<file path="src/rtl/lcd_byte_writer_pkg.sv">
// rtl/lcd_byte_writer_pkg.sv - shared FSM states, LCD command constants and init helpers
package lcd_byte_writer_pkg;

    typedef enum logic [3:0] {
        PWR_WAIT,
        INIT_NIB,
        INIT_WAIT,
        CFG,
        IDLE,
        SETUP_HI,
        PULSE_HI,
        GAP,
        SETUP_LO,
        PULSE_LO,
        WAIT
    } lcdState_t;

    localparam logic [7:0] FUNC_SET_4BIT = 8'h28;
    localparam logic [7:0] ENTRY_MODE    = 8'h06;
    localparam logic [7:0] DISP_ON       = 8'h0C;
    localparam logic [7:0] CLEAR         = 8'h01;
    localparam logic [7:0] HOME          = 8'h02;

    // Three "wake" nibbles force 8-bit mode from any state, the fourth switches to 4-bit.
    localparam logic [3:0] INIT_NIB_WAKE = 4'h3;
    localparam logic [3:0] INIT_NIB_4BIT = 4'h2;

    function automatic logic [3:0] initNibble(input logic [1:0] step);
        return (step == 2'd3) ? INIT_NIB_4BIT : INIT_NIB_WAKE;
    endfunction

    function automatic logic [7:0] cfgByte(input logic [1:0] idx);
        case (idx)
            2'd0:    return FUNC_SET_4BIT;
            2'd1:    return ENTRY_MODE;
            2'd2:    return DISP_ON;
            default: return CLEAR;
        endcase
    endfunction

    // Clear and home need the long execution wait; everything else is a normal command/char.
    function automatic logic isSlowCmd(input logic rs, input logic [7:0] b);
        return !rs && ((b == CLEAR) || (b == HOME));
    endfunction

    function automatic int maxOf(input int a, input int b);
        return (a > b) ? a : b;
    endfunction

    // The counter only ever holds N-1, so clog2(N) bits suffice.
    function automatic int counterWidth(input int maxCycles);
        return (maxCycles < 2) ? 1 : $clog2(maxCycles);
    endfunction

endpackage

</file>
<file path="src/rtl/lcd_byte_writer_if.sv">
// rtl/lcd_byte_writer_if.sv - byte input handshake plus LCD pin bundle
// master: byte producer (drives iData/iRS/iValid, sees status and pins)
// slave:  lcd_byte_writer (accepts bytes, drives oReady/oInitDone and the LCD pins)
interface lcd_byte_writer_if;
    logic [7:0] iData;
    logic       iRS;
    logic       iValid;
    logic       oReady;
    logic       oInitDone;
    logic       oLCD_E;
    logic       oLCD_RS;
    logic       oLCD_RW;
    logic [3:0] oLCD_D;

    modport master (
        output iData, iRS, iValid,
        input  oReady, oInitDone, oLCD_E, oLCD_RS, oLCD_RW, oLCD_D
    );

    modport slave (
        input  iData, iRS, iValid,
        output oReady, oInitDone, oLCD_E, oLCD_RS, oLCD_RW, oLCD_D
    );
endinterface

</file>
<file path="src/rtl/lcd_delay_counter.sv">
// rtl/lcd_delay_counter.sv - loadable down-counter shared by every timed LCD state
// Clock/Reset: system clock, async active-low reset (clears count)
// iLoad/iValue: load N-1 on state entry; oDone: count has reached zero
module lcd_delay_counter #(
    parameter int WIDTH = 20
) (
    input  logic             Clock,
    input  logic             Reset,
    input  logic             iLoad,
    input  logic [WIDTH-1:0] iValue,
    output logic             oDone
);
    logic [WIDTH-1:0] count;

    always_ff @(posedge Clock or negedge Reset) begin
        if (!Reset) begin
            count <= '0;
        end else if (iLoad) begin
            count <= iValue;
        end else if (count != '0) begin
            count <= count - 1'b1;
        end
    end

    assign oDone = (count == '0);
endmodule

</file>
<file path="src/rtl/lcd_byte_writer.sv">
// rtl/lcd_byte_writer.sv - HD44780 4-bit writer: power-on init, then two-nibble byte writes
// Clock/Reset: system clock, async active-low reset (aborts any transfer, reruns init)
// bus (slave): iData/iRS/iValid byte strobe, oReady/oInitDone status, oLCD_E/RS/RW/D pins
module lcd_byte_writer
    import lcd_byte_writer_pkg::*;
#(
    parameter int T_PWRON  = 750000,
    parameter int T_INIT1  = 205000,
    parameter int T_INIT2  = 5000,
    parameter int T_SETUP  = 2,
    parameter int T_E_HIGH = 12,
    parameter int T_GAP    = 50,
    parameter int T_CMD    = 2000,
    parameter int T_CLEAR  = 82000
) (
    input  logic             Clock,
    input  logic             Reset,
    lcd_byte_writer_if.slave bus
);
    localparam int MAX_DELAY = maxOf(maxOf(maxOf(T_PWRON, T_INIT1), maxOf(T_INIT2, T_CMD)),
                                     maxOf(maxOf(T_CLEAR, T_GAP), maxOf(T_SETUP, T_E_HIGH)));
    localparam int CW = counterWidth(MAX_DELAY);

    lcdState_t   state, nextState;
    logic        armed, nextArmed;
    logic        pulsePhase, nextPulse;
    logic [1:0]  initStep, nextStep;
    logic [1:0]  cfgIdx, nextCfg;
    logic        initDone, nextInitDone;
    logic [7:0]  byteReg, nextByte;
    logic        byteRs, nextByteRs;
    logic [3:0]  lcdD, nextD;
    logic        lcdRs, nextRs;
    logic        cntLoad, cntDone;
    logic [CW-1:0] cntValue;
    logic [7:0]  cfgSel;
    logic [3:0]  nibNext;

    function automatic logic [CW-1:0] dly(input int n);
        return CW'(n - 1);
    endfunction

    function automatic int initWait(input logic [1:0] step);
        case (step)
            2'd0:    return T_INIT1;
            2'd1:    return T_INIT2;
            default: return T_CMD;
        endcase
    endfunction

    lcd_delay_counter #(.WIDTH(CW)) u_delay (
        .Clock  (Clock),
        .Reset  (Reset),
        .iLoad  (cntLoad),
        .iValue (cntValue),
        .oDone  (cntDone)
    );

    assign cfgSel  = cfgByte(cfgIdx);
    assign nibNext = initNibble(initStep + 2'd1);

    always_ff @(posedge Clock or negedge Reset) begin
        if (!Reset) begin
            state      <= PWR_WAIT;
            armed      <= 1'b0;
            pulsePhase <= 1'b0;
            initStep   <= 2'd0;
            cfgIdx     <= 2'd0;
            initDone   <= 1'b0;
            byteReg    <= 8'h00;
            byteRs     <= 1'b0;
            lcdD       <= 4'h0;
            lcdRs      <= 1'b0;
        end else begin
            state      <= nextState;
            armed      <= nextArmed;
            pulsePhase <= nextPulse;
            initStep   <= nextStep;
            cfgIdx     <= nextCfg;
            initDone   <= nextInitDone;
            byteReg    <= nextByte;
            byteRs     <= nextByteRs;
            lcdD       <= nextD;
            lcdRs      <= nextRs;
        end
    end

    // D/RS only change on the edge that enters a setup phase, so E (decoded from
    // state) can never rise in the same cycle as a data change.
    always_comb begin
        nextState    = state;
        nextArmed    = armed;
        nextPulse    = pulsePhase;
        nextStep     = initStep;
        nextCfg      = cfgIdx;
        nextInitDone = initDone;
        nextByte     = byteReg;
        nextByteRs   = byteRs;
        nextD        = lcdD;
        nextRs       = lcdRs;
        cntLoad      = 1'b0;
        cntValue     = '0;
        unique case (state)
            PWR_WAIT: begin
                // Counter comes out of reset at zero; the first edge arms the power-on wait.
                if (!armed) begin
                    nextArmed = 1'b1;
                    cntLoad   = 1'b1;
                    cntValue  = dly(T_PWRON);
                end else if (cntDone) begin
                    nextState = INIT_NIB;
                    nextPulse = 1'b0;
                    nextStep  = 2'd0;
                    nextD     = INIT_NIB_WAKE;
                    nextRs    = 1'b0;
                    cntLoad   = 1'b1;
                    cntValue  = dly(T_SETUP);
                end
            end
            INIT_NIB: begin
                // Setup half then enable half, distinguished by pulsePhase.
                if (cntDone) begin
                    cntLoad = 1'b1;
                    if (!pulsePhase) begin
                        nextPulse = 1'b1;
                        cntValue  = dly(T_E_HIGH);
                    end else begin
                        nextPulse = 1'b0;
                        nextState = INIT_WAIT;
                        cntValue  = dly(initWait(initStep));
                    end
                end
            end
            INIT_WAIT: begin
                if (cntDone) begin
                    cntLoad = 1'b1;
                    if (initStep == 2'd3) begin
                        nextState = CFG;
                        nextCfg   = 2'd0;
                        cntValue  = dly(1);
                    end else begin
                        nextState = INIT_NIB;
                        nextStep  = initStep + 2'd1;
                        nextD     = nibNext;
                        cntValue  = dly(T_SETUP);
                    end
                end
            end
            CFG: begin
                nextState  = SETUP_HI;
                nextByte   = cfgSel;
                nextByteRs = 1'b0;
                nextD      = cfgSel[7:4];
                nextRs     = 1'b0;
                cntLoad    = 1'b1;
                cntValue   = dly(T_SETUP);
            end
            IDLE: begin
                if (bus.iValid && initDone) begin
                    nextState  = SETUP_HI;
                    nextByte   = bus.iData;
                    nextByteRs = bus.iRS;
                    nextD      = bus.iData[7:4];
                    nextRs     = bus.iRS;
                    cntLoad    = 1'b1;
                    cntValue   = dly(T_SETUP);
                end
            end
            SETUP_HI: if (cntDone) begin
                nextState = PULSE_HI;
                cntLoad   = 1'b1;
                cntValue  = dly(T_E_HIGH);
            end
            PULSE_HI: if (cntDone) begin
                nextState = GAP;
                cntLoad   = 1'b1;
                cntValue  = dly(T_GAP);
            end
            GAP: if (cntDone) begin
                nextState = SETUP_LO;
                nextD     = byteReg[3:0];
                cntLoad   = 1'b1;
                cntValue  = dly(T_SETUP);
            end
            SETUP_LO: if (cntDone) begin
                nextState = PULSE_LO;
                cntLoad   = 1'b1;
                cntValue  = dly(T_E_HIGH);
            end
            PULSE_LO: if (cntDone) begin
                nextState = WAIT;
                cntLoad   = 1'b1;
                cntValue  = isSlowCmd(byteRs, byteReg) ? dly(T_CLEAR) : dly(T_CMD);
            end
            WAIT: begin
                if (cntDone) begin
                    if (initDone) begin
                        nextState = IDLE;
                    end else if (cfgIdx == 2'd3) begin
                        nextState    = IDLE;
                        nextInitDone = 1'b1;
                    end else begin
                        nextState = CFG;
                        nextCfg   = cfgIdx + 2'd1;
                        cntLoad   = 1'b1;
                        cntValue  = dly(1);
                    end
                end
            end
            default: nextState = PWR_WAIT;
        endcase
    end

    assign bus.oLCD_E    = (state == PULSE_HI) || (state == PULSE_LO) ||
                           ((state == INIT_NIB) && pulsePhase);
    assign bus.oLCD_RS   = lcdRs;
    assign bus.oLCD_D    = lcdD;
    assign bus.oLCD_RW   = 1'b0;
    assign bus.oReady    = (state == IDLE) && initDone;
    assign bus.oInitDone = initDone;
endmodule

</file>
<file path="src/flat_wrapper.sv">
// flat-port wrapper written by rule: the top's interface ports become plain ports
module lcd_byte_writer_flat import lcd_byte_writer_pkg::*;
#(
    parameter int T_PWRON  = 750000,
    parameter int T_INIT1  = 205000,
    parameter int T_INIT2  = 5000,
    parameter int T_SETUP  = 2,
    parameter int T_E_HIGH = 12,
    parameter int T_GAP    = 50,
    parameter int T_CMD    = 2000,
    parameter int T_CLEAR  = 82000
)
  (Clock, Reset, bus_iData, bus_iRS, bus_iValid, bus_oReady, bus_oInitDone, bus_oLCD_E, bus_oLCD_RS, bus_oLCD_RW, bus_oLCD_D);
  lcd_byte_writer_if bus_i ();
  input  logic Clock;
  input  logic Reset;
  input wire logic [$bits(bus_i.iData)-1:0] bus_iData;
  input wire logic [$bits(bus_i.iRS)-1:0] bus_iRS;
  input wire logic [$bits(bus_i.iValid)-1:0] bus_iValid;
  output wire logic [$bits(bus_i.oReady)-1:0] bus_oReady;
  output wire logic [$bits(bus_i.oInitDone)-1:0] bus_oInitDone;
  output wire logic [$bits(bus_i.oLCD_E)-1:0] bus_oLCD_E;
  output wire logic [$bits(bus_i.oLCD_RS)-1:0] bus_oLCD_RS;
  output wire logic [$bits(bus_i.oLCD_RW)-1:0] bus_oLCD_RW;
  output wire logic [$bits(bus_i.oLCD_D)-1:0] bus_oLCD_D;
  assign bus_i.iData = bus_iData;
  assign bus_i.iRS = bus_iRS;
  assign bus_i.iValid = bus_iValid;
  assign bus_oReady = bus_i.oReady;
  assign bus_oInitDone = bus_i.oInitDone;
  assign bus_oLCD_E = bus_i.oLCD_E;
  assign bus_oLCD_RS = bus_i.oLCD_RS;
  assign bus_oLCD_RW = bus_i.oLCD_RW;
  assign bus_oLCD_D = bus_i.oLCD_D;
  lcd_byte_writer #(.T_PWRON(T_PWRON), .T_INIT1(T_INIT1), .T_INIT2(T_INIT2), .T_SETUP(T_SETUP), .T_E_HIGH(T_E_HIGH), .T_GAP(T_GAP), .T_CMD(T_CMD), .T_CLEAR(T_CLEAR)) u_core (.Clock(Clock), .Reset(Reset), .bus(bus_i));
endmodule
</file>
<file path="config.mk">
export PLATFORM = sky130hd
export DESIGN_NAME = lcd_byte_writer_flat
export DESIGN_NICKNAME = d
export VERILOG_FILES = /design/src/rtl/lcd_byte_writer_pkg.sv /design/src/rtl/lcd_byte_writer_if.sv /design/src/rtl/lcd_delay_counter.sv /design/src/rtl/lcd_byte_writer.sv /design/src/flat_wrapper.sv
export SDC_FILE = /design/constraint.sdc
export NUM_CORES = 1
export LEC_CHECK = 0
export CAP_MARGIN = 0
export CORE_MARGIN = 2
export CORE_UTILIZATION = 25
export CTS_CLUSTER_DIAMETER = 80
export DETAILED_ROUTE_END_ITERATION = 10
export HOLD_SLACK_MARGIN = 0.05
export PLACE_DENSITY = 0.46
export SETUP_SLACK_MARGIN = 0.02
export SYNTH_ARGS = -nofsm -noshare
export SYNTH_HDL_FRONTEND = slang
export SYNTH_SLANG_ARGS = --single-unit
export TNS_END_PERCENT = 30
</file>
<file path="constraint.sdc">
create_clock -name Clock -period 2.75 [get_ports Clock]
set_input_delay 0.275 -clock Clock [delete_from_list [all_inputs] [get_ports Clock]]
set_output_delay 0.275 -clock Clock [all_outputs]
set_load 0.02 [all_outputs]
</file>
==> results of run 1 <==
[final cells by class]
type                    instances  share of cell area [%]
clock buffers                   5                    3.32
clock inverters                 3                   0.565
inverters                      11                    1.10
multi-input cells             278                    50.0
flip-flops and latches         45                    29.9
well taps                     172                    5.71
repair buffers                 41                    9.37
[routing by layer]
layer | track usage [%] | up-vias | share of wire (%)
li1 | - | 1348 | -
met1 | 20.2 | 1387 | 47
met2 | 24.3 | 66 | 48
met3 | 2.44 | 11 | 3.9
met4 | 4.13 | 0 | 1.5
met5 | 0 | - | 0
[cells in the final DEF (no fill, tap or decap), types with 4 or more instances in the layout]
cell type	netlist	layout
dfrtp_1	45	45
nand2_1	38	38
nor2_1	28	28
buf_4	4	21
o21ai_0	19	19
a21oi_1	18	18
clkdlybuf4s50_1	0	18
nor3_1	12	12
ha_1	12	12
inv_1	11	11
nand3_1	10	10
nand2b_1	8	8
xnor2_1	7	7
o211ai_1	6	6
o21a_1	6	6
o31ai_1	6	6
mux2i_1	5	5
and2_1	5	5
a211oi_1	5	5
nand4_1	5	5
clkbuf_16	0	5
mux2_4	4	4
nor2b_1	4	4
[where the power goes]
group,internal [mW],leakage (nW),switching (mW)
Sequential,0.662,0.597,0
Combinational,0.0150,0.883,0.0177
Clock,0.339,0.0702,0.274
Total,1.02,1.55,0.292
[flip-flops by register name (all words and copies together), names as in the netlist]
name                  cells
u_core.state              4
u_core.armed              1
u_core.initStep           2
u_core.byteRs             1
u_core.bus.oLCD_D         4
u_core.pulsePhase         1
u_core.u_delay.count     20
u_core.bus.oLCD_RS        1
u_core.byteReg            8
u_core.bus.oInitDone      1
u_core.cfgIdx             2
[worst max-delay path, cell delays in order, from the launching register on]
cell and delay, ns:
dfrtp_1 0.42, inv_1 0.14, ha_1 0.17, nor3b_1 0.27
and4_1 0.36, a311oi_4 0.14, a2111oi_4 0.53, mux2_4 0.34
[timing repair]
| item | in CTS | in global routing |
|---|---|---|
| hold buffers | 1 | 0 |
| endpoints found under the hold margin | 21 | 0 |
| endpoints found under the setup margin | 0 | 0 |
[metrics by stage]
step	utilization, %	setup slack (ns)
6_report	30.2	0.245
5_1_grt	30.2	0.0360
4_1_cts	30.2	0.255
3_5_place_dp	29.0	0.278
3_3_place_gp	29.0	0.325
2_1_floorplan	-	0.521
[synth_stat cells, types with 5 or more instances]
cell      number  area [um^2]
a211oi_1       5         37.5
dfrtp_1       45         1130
clkbuf_1      10         37.5
nand2b_1       8         50.1
o211ai_1       6         45.0
xnor2_1        7         61.3
mux2i_1        5         50.1
and2_1         5         31.3
nand3_1       10         50.1
nor3_1        12         60.1
nand4_1        5         31.3
ha_1          12          150
o21a_1         6         45.0
nand2_1       38          143
nor2_1        28          105
o21ai_0       19         95.1
inv_1         11         41.3
a21oi_1       18         90.1
o31ai_1        6         45.0
[path summary, 6_finish.rpt]
check / to / startpoint / slack (ns) / cells past startpoint
max: u_core.bus.oLCD_D[3] / u_core.u_delay.count[0] / 0.24 / 7
max reg2reg: u_core.bus.oLCD_D[3] / u_core.u_delay.count[0] / 0.24 / 7
min in group asynchronous: u_core.u_delay.count[2] / Reset / 0.49 / 2
min reg2reg: u_core.byteReg[4] / u_core.byteReg[4] / 0.48 / 2
max in group asynchronous: u_core.pulsePhase / Reset / 1.52 / 3
min: u_core.byteReg[4] / u_core.byteReg[4] / 0.48 / 2
[kinds of logic (layout without fill, tap and decap cells)]
kind of cell | count (synthesis) | after routing
simple gates | 147 | 147
compound gates | 96 | 96
flops | 45 | 45
buf+inv | 33 | 60
fa+ha+maj | 12 | 12
mux | 12 | 12
xor+xnor | 10 | 10
other cells | 1 | 1
==> run summary, run 1 <==
Fill count - 1335
Layout cell share with drive strength beyond 1 - 13.8%
Power density over cell area - 347 nW/um^2
Clock Skew - 0.00731 ns
Slew Limit Fails - 0
Compound-Gate Fraction of Synth Area - 22.3%
Placed Cells - 546
CTS max path bufs - 2
Most used flip-flop cell after synthesis - dfrtp_1
RSZ-0062 raised after global routing - false
H-tree levels - 2
Die height - 117 um
Yosys warns - 0
Worst-Margin Slew - 0.528 ns
Slew margin rel. - 64.7%
Vias - 2812
Final setup viols - 0
EDFF count, synth - 0
Worst EP required - 2.93 ns
Yosys cell types - 72
Hold_ws - 0.483 ns
Cells after synthesis - 356
Port bufs - 19
Finished Cell Area - 3770 um^2
Vias/cell - 5.07
Total CTS buffers - 5
I/O pin cnt - 21
Syn_nets - 380
Drt wl/cell - 17.0 um
Final ANT Viol Nets - 0
Synth Area in XOR/XNOR - 2.77%
#FFs+latches synth - 45
Status - finished, final reports clean
CP endpoint kind - flop
Placed cell areas - 3610 um^2
WL final - 9.45 mm
Diode count - 0
Synth Area in Simple Gates - 24.9%
Hold WC Path Type - flop to flop
Post_cts resized - 0
Multi-input logic area - 1890 um^2
Setup crit start kind - flop
Post-CTS Setup Repair Bufs - 0
Register area - 1130 um^2
Initial antenna violation count - 0
Max Cap Viol - 0
Multiplexer share of the synthesized area - 4.55%
Final Non-Filler Cells - 555
Register area share after synthesis - 35.6%
Number of remaining DRC errors - 0
Number of global-route vias before repair - 2824
GPL Wtd Cong - 0.917
CP Data Arrival Time - 2.68 ns
Average cell area after synthesis - 8.89 um^2
Core outline area - 12500 um^2
Die area - 13600 um^2
Fin crit share - 91.1%
Adder-Cell Fraction of Synth Area - 4.74%
Total gr overflow - 0
Register clock-pin slew on the reported worst setup and hold paths - 0.07 ns
Syn-to-layout area delta - 19.1%
Latest clock arrival within the worst-skew pair - 0.29 ns
Iteration-0 DRC Markers - 177
Final Hold Viols - 0
Largest family of logic cells by synthesized area - simple AND/OR/NAND/NOR gates
First-pass GRT wire length - 15.4 mm
Leak Pwr - 1.55 nW
Post-Syn Area - 3160 um^2
CTS tree - built
Highest Clock Rate - 399 MHz
GRT Util Overall - 14.8%
CTS Root Cell - clkbuf_16
Design Power - 1.31 mW
Die X - 117 um
Setup TNS - 0 ns
First drt pass iteration count - 4
Post-synth ARST share - 100%
Max FO, Critical Path - 4
Max VDD drop - 195 uV
Final worst path period need - 2.51 ns
Starting density of the core - 25.4%
Num rows - 41
Critical path class - flop to flop
Final net count - 406
Largest net degree at the start of global routing - 27
Detailed placement HPWL - 7.26 mm
Clock sinks - 45
Note: power is estimated with default switching activity, not from simulation.
==> run 2, diff against run 1 <==
--- a/config.mk
+++ b/config.mk
@@ -5,13 +5,16 @@
 export SDC_FILE = /design/constraint.sdc
 export NUM_CORES = 1
 export LEC_CHECK = 0
+export ABC_AREA = 0
 export CAP_MARGIN = 0
+export CELL_PAD_IN_SITES_DETAIL_PLACEMENT = 0
+export CELL_PAD_IN_SITES_GLOBAL_PLACEMENT = 2
 export CORE_MARGIN = 2
 export CORE_UTILIZATION = 25
 export CTS_CLUSTER_DIAMETER = 80
 export DETAILED_ROUTE_END_ITERATION = 10
 export HOLD_SLACK_MARGIN = 0.05
-export PLACE_DENSITY = 0.46
+export PLACE_DENSITY = 0.64
 export SETUP_SLACK_MARGIN = 0.02
 export SYNTH_ARGS = -nofsm -noshare
 export SYNTH_HDL_FRONTEND = slang
==> run 2 against run 1 <==
Worst setup slack better by 0.00094 ns. Cell count up 0.18%. Sequential power about the same. Fmax about the same. Non-clock buffer count up 1. Critical path type unchanged. Largest cell class unchanged. Largest power group unchanged. Highest routed layer unchanged.
==> run summary, run 2 (synthesized netlist as in run 1, its figures left out) <==
Status - finished, final reports clean
RSZ-0062 raised after global routing - false
Worst-Margin Slew - 1.11 ns (+0.583 ns)
Latest clock arrival within the worst-skew pair - 0.29 ns (about the same)
Clock sinks - 45 (unchanged)
Initial antenna violation count - 0 (unchanged)
Highest Clock Rate - 399 MHz (about the same)
Slew margin rel. - 26.0% (-39 points)
Core outline area - 12500 um^2 (unchanged)
Largest register FFs - 20 (unchanged)
First-pass GRT wire length - 16.0 mm (+3.9%)
Iteration-0 DRC Markers - 124 (-30%)
CP max stage delay - 0.64 ns (+0.11 ns)
Total CTS buffers - 5 (unchanged)
Number of remaining DRC errors - 0 (unchanged)
Layout cell share with drive strength beyond 1 - 14.3% (+0.48 points)
Post-CTS Setup Repair Bufs - 0 (unchanged)
Die area - 13600 um^2 (unchanged)
Port bufs - 19 (unchanged)
Final Hold Viols - 0 (unchanged)
Reg-to-reg endpoint - u_core.u_delay.count[7]
Most common cell after layout, fill and taps aside - dfrtp_1
Hold WC Path Type - input pin to asynchronous set/reset pin
Total gr overflow - 0 (unchanged)
GRT Util Overall - 15.6% (+0.80 points)
Final worst path period need - 2.50 ns (-0.000938 ns)
Setup crit start - u_core.u_delay.count[0]
Die X - 117 um (unchanged)
Critical R2R Launch - u_core.u_delay.count[0]
GPL Wtd Cong - 0.768 (-16%)
Place WS - 0.185 ns (-0.0931 ns)
Setup ws final - 0.246 ns (+0.000938 ns)
First drt pass iteration count - 4 (unchanged)
Worst path slowest cell - or3_2
CP endpoint - u_core.u_delay.count[7]
Cells along the critical path - inv_1, ha_1, nor3b_1, nand4_1, or3_2, nand2_1, o211ai_1
Highest-count cells in the layout ignoring fill and taps - dfrtp_1, nand2_1, nor2_1, buf_4, o21ai_0
Worst EP required - 2.90 ns (-0.03 ns)
CP Data Arrival Time - 2.66 ns (-0.02 ns)
Number of global-route vias before repair - 2897 (+2.6%)
Max VDD drop - 171 uV (-12%)
Largest net degree at the start of global routing - 46 (+70%)
Final net count - 407 (+0.25%)
H-tree levels - 2 (unchanged)
CP endpoint kind - flop
Die height - 117 um (unchanged)
Slew Limit Fails - 0 (unchanged)
Largest reg by FF count - u_core.u_delay.count
Num rows - 41 (unchanged)
Max Cap Viol - 0 (unchanged)
Critical path class - flop to flop
WL final - 9.72 mm (+2.9%)
Power density over cell area - 345 nW/um^2 (-0.45%)
Vias/cell - 4.94 (-2.6%)
Max FO, Critical Path - 6 (+2)
Diode count - 0 (unchanged)
Vias - 2744 (-2.4%)
Starting density of the core - 25.4% (unchanged)
Finished Cell Area - 3770 um^2 (about the same)
Regs by FF count - u_core.u_delay.count: 20 flops, u_core.byteReg: 8 flops
Setup crit start kind - flop
Worst R2R Path Depth - 7 (unchanged)
Leak Pwr - 1.56 nW (+0.59%)
Clock Skew - 0.00275 ns (-0.00456 ns)
CTS tree - built
Placed cell areas - 3630 um^2 (+0.42%)
Drt wl/cell - 17.5 um (+2.7%)
Final ANT Viol Nets - 0 (unchanged)
Detailed placement HPWL - 7.29 mm (+0.46%)
Register clock-pin slew on the reported worst setup and hold paths - 0.07 ns (about the same)
R2r setup slk - 0.25 ns (about the same)
Final setup viols - 0 (unchanged)
Syn-to-layout area delta - 19.0% (about the same)
CTS max path bufs - 2 (unchanged)
Fin crit share - 91.1% (about the same)
CTS Root Cell - clkbuf_16
Setup TNS - 0 ns (unchanged)
I/O pin cnt - 21 (unchanged)
==> run 2: what timing repair did <==
action                     CTS  global route
gates resized for setup      0             1
hold buffers                 0             0
setup endpoints to repair    0             4
==> run 2: area by class of cell <==
cell class	count	area, um^2
Clock buffer	6	129
Clock inverter	2	10.0
Fill cell	1316	8700
Inverter	11	41.3
Multi-Input combinational cell	278	1890
Sequential cell	45	1130
Tap cell	172	215
Timing Repair Buffer	42	358
==> run 2: metrics by stage <==
step / utilization, % / cells / hold slack, ns / total power [mW]
global route: 30.2 / 556 / 0.292 / 1.35
CTS: 30.2 / 556 / 0.253 / 1.32
finish: 30.2 / 556 / 0.200 / 1.30
global placement: 29.1 / 548 / 0.469 / 0.707
detailed placement: 29.1 / 548 / 0.471 / 0.707
floorplan: - / 356 / -0.0206 / 0.677
==> run 2: worst min-delay path by stage <==
stage	startpoint	end	slack, ns	cells past startpoint
2_1_floorplan	Reset	u_core.armed	-0.02	0
3_3_place_gp	u_core.byteReg[4]	u_core.byteReg[4]	0.47	2
3_5_place_dp	u_core.byteReg[4]	u_core.byteReg[4]	0.47	2
4_1_cts	Reset	u_core.u_delay.count[5]	0.25	1
5_1_grt	Reset	u_core.u_delay.count[5]	0.29	1
6_report	Reset	u_core.u_delay.count[5]	0.20	1
==> run 2: worst max-delay path: cells and delay by family, from the launching register on <==
kind | cells | cell delay (ns)
and+or+nand+nor | 4 | 1.47
DFF | 1 | 0.42
adders and majority gates | 1 | 0.19
buffers and inverters | 1 | 0.14
AOI/OAI and AO/OA | 1 | 0.14
==> run 2: per-layer routing <==
metal	up-vias	GRT usage (%)	part of all wire (%)
met5	-	0	0
met4	0	5.56	2.0
met3	13	2.85	4.1
met2	59	25.5	47
met1	1326	20.7	46
li1	1346	-	-
==> run 2: power breakdown <==
part	leakage (nW)	switching [mW]	total (mW)	internal, mW
clock network	0.0706	0.273	0.608	0.335
logic	0.892	0.0177	0.0308	0.0131
registers	0.597	0	0.662	0.662
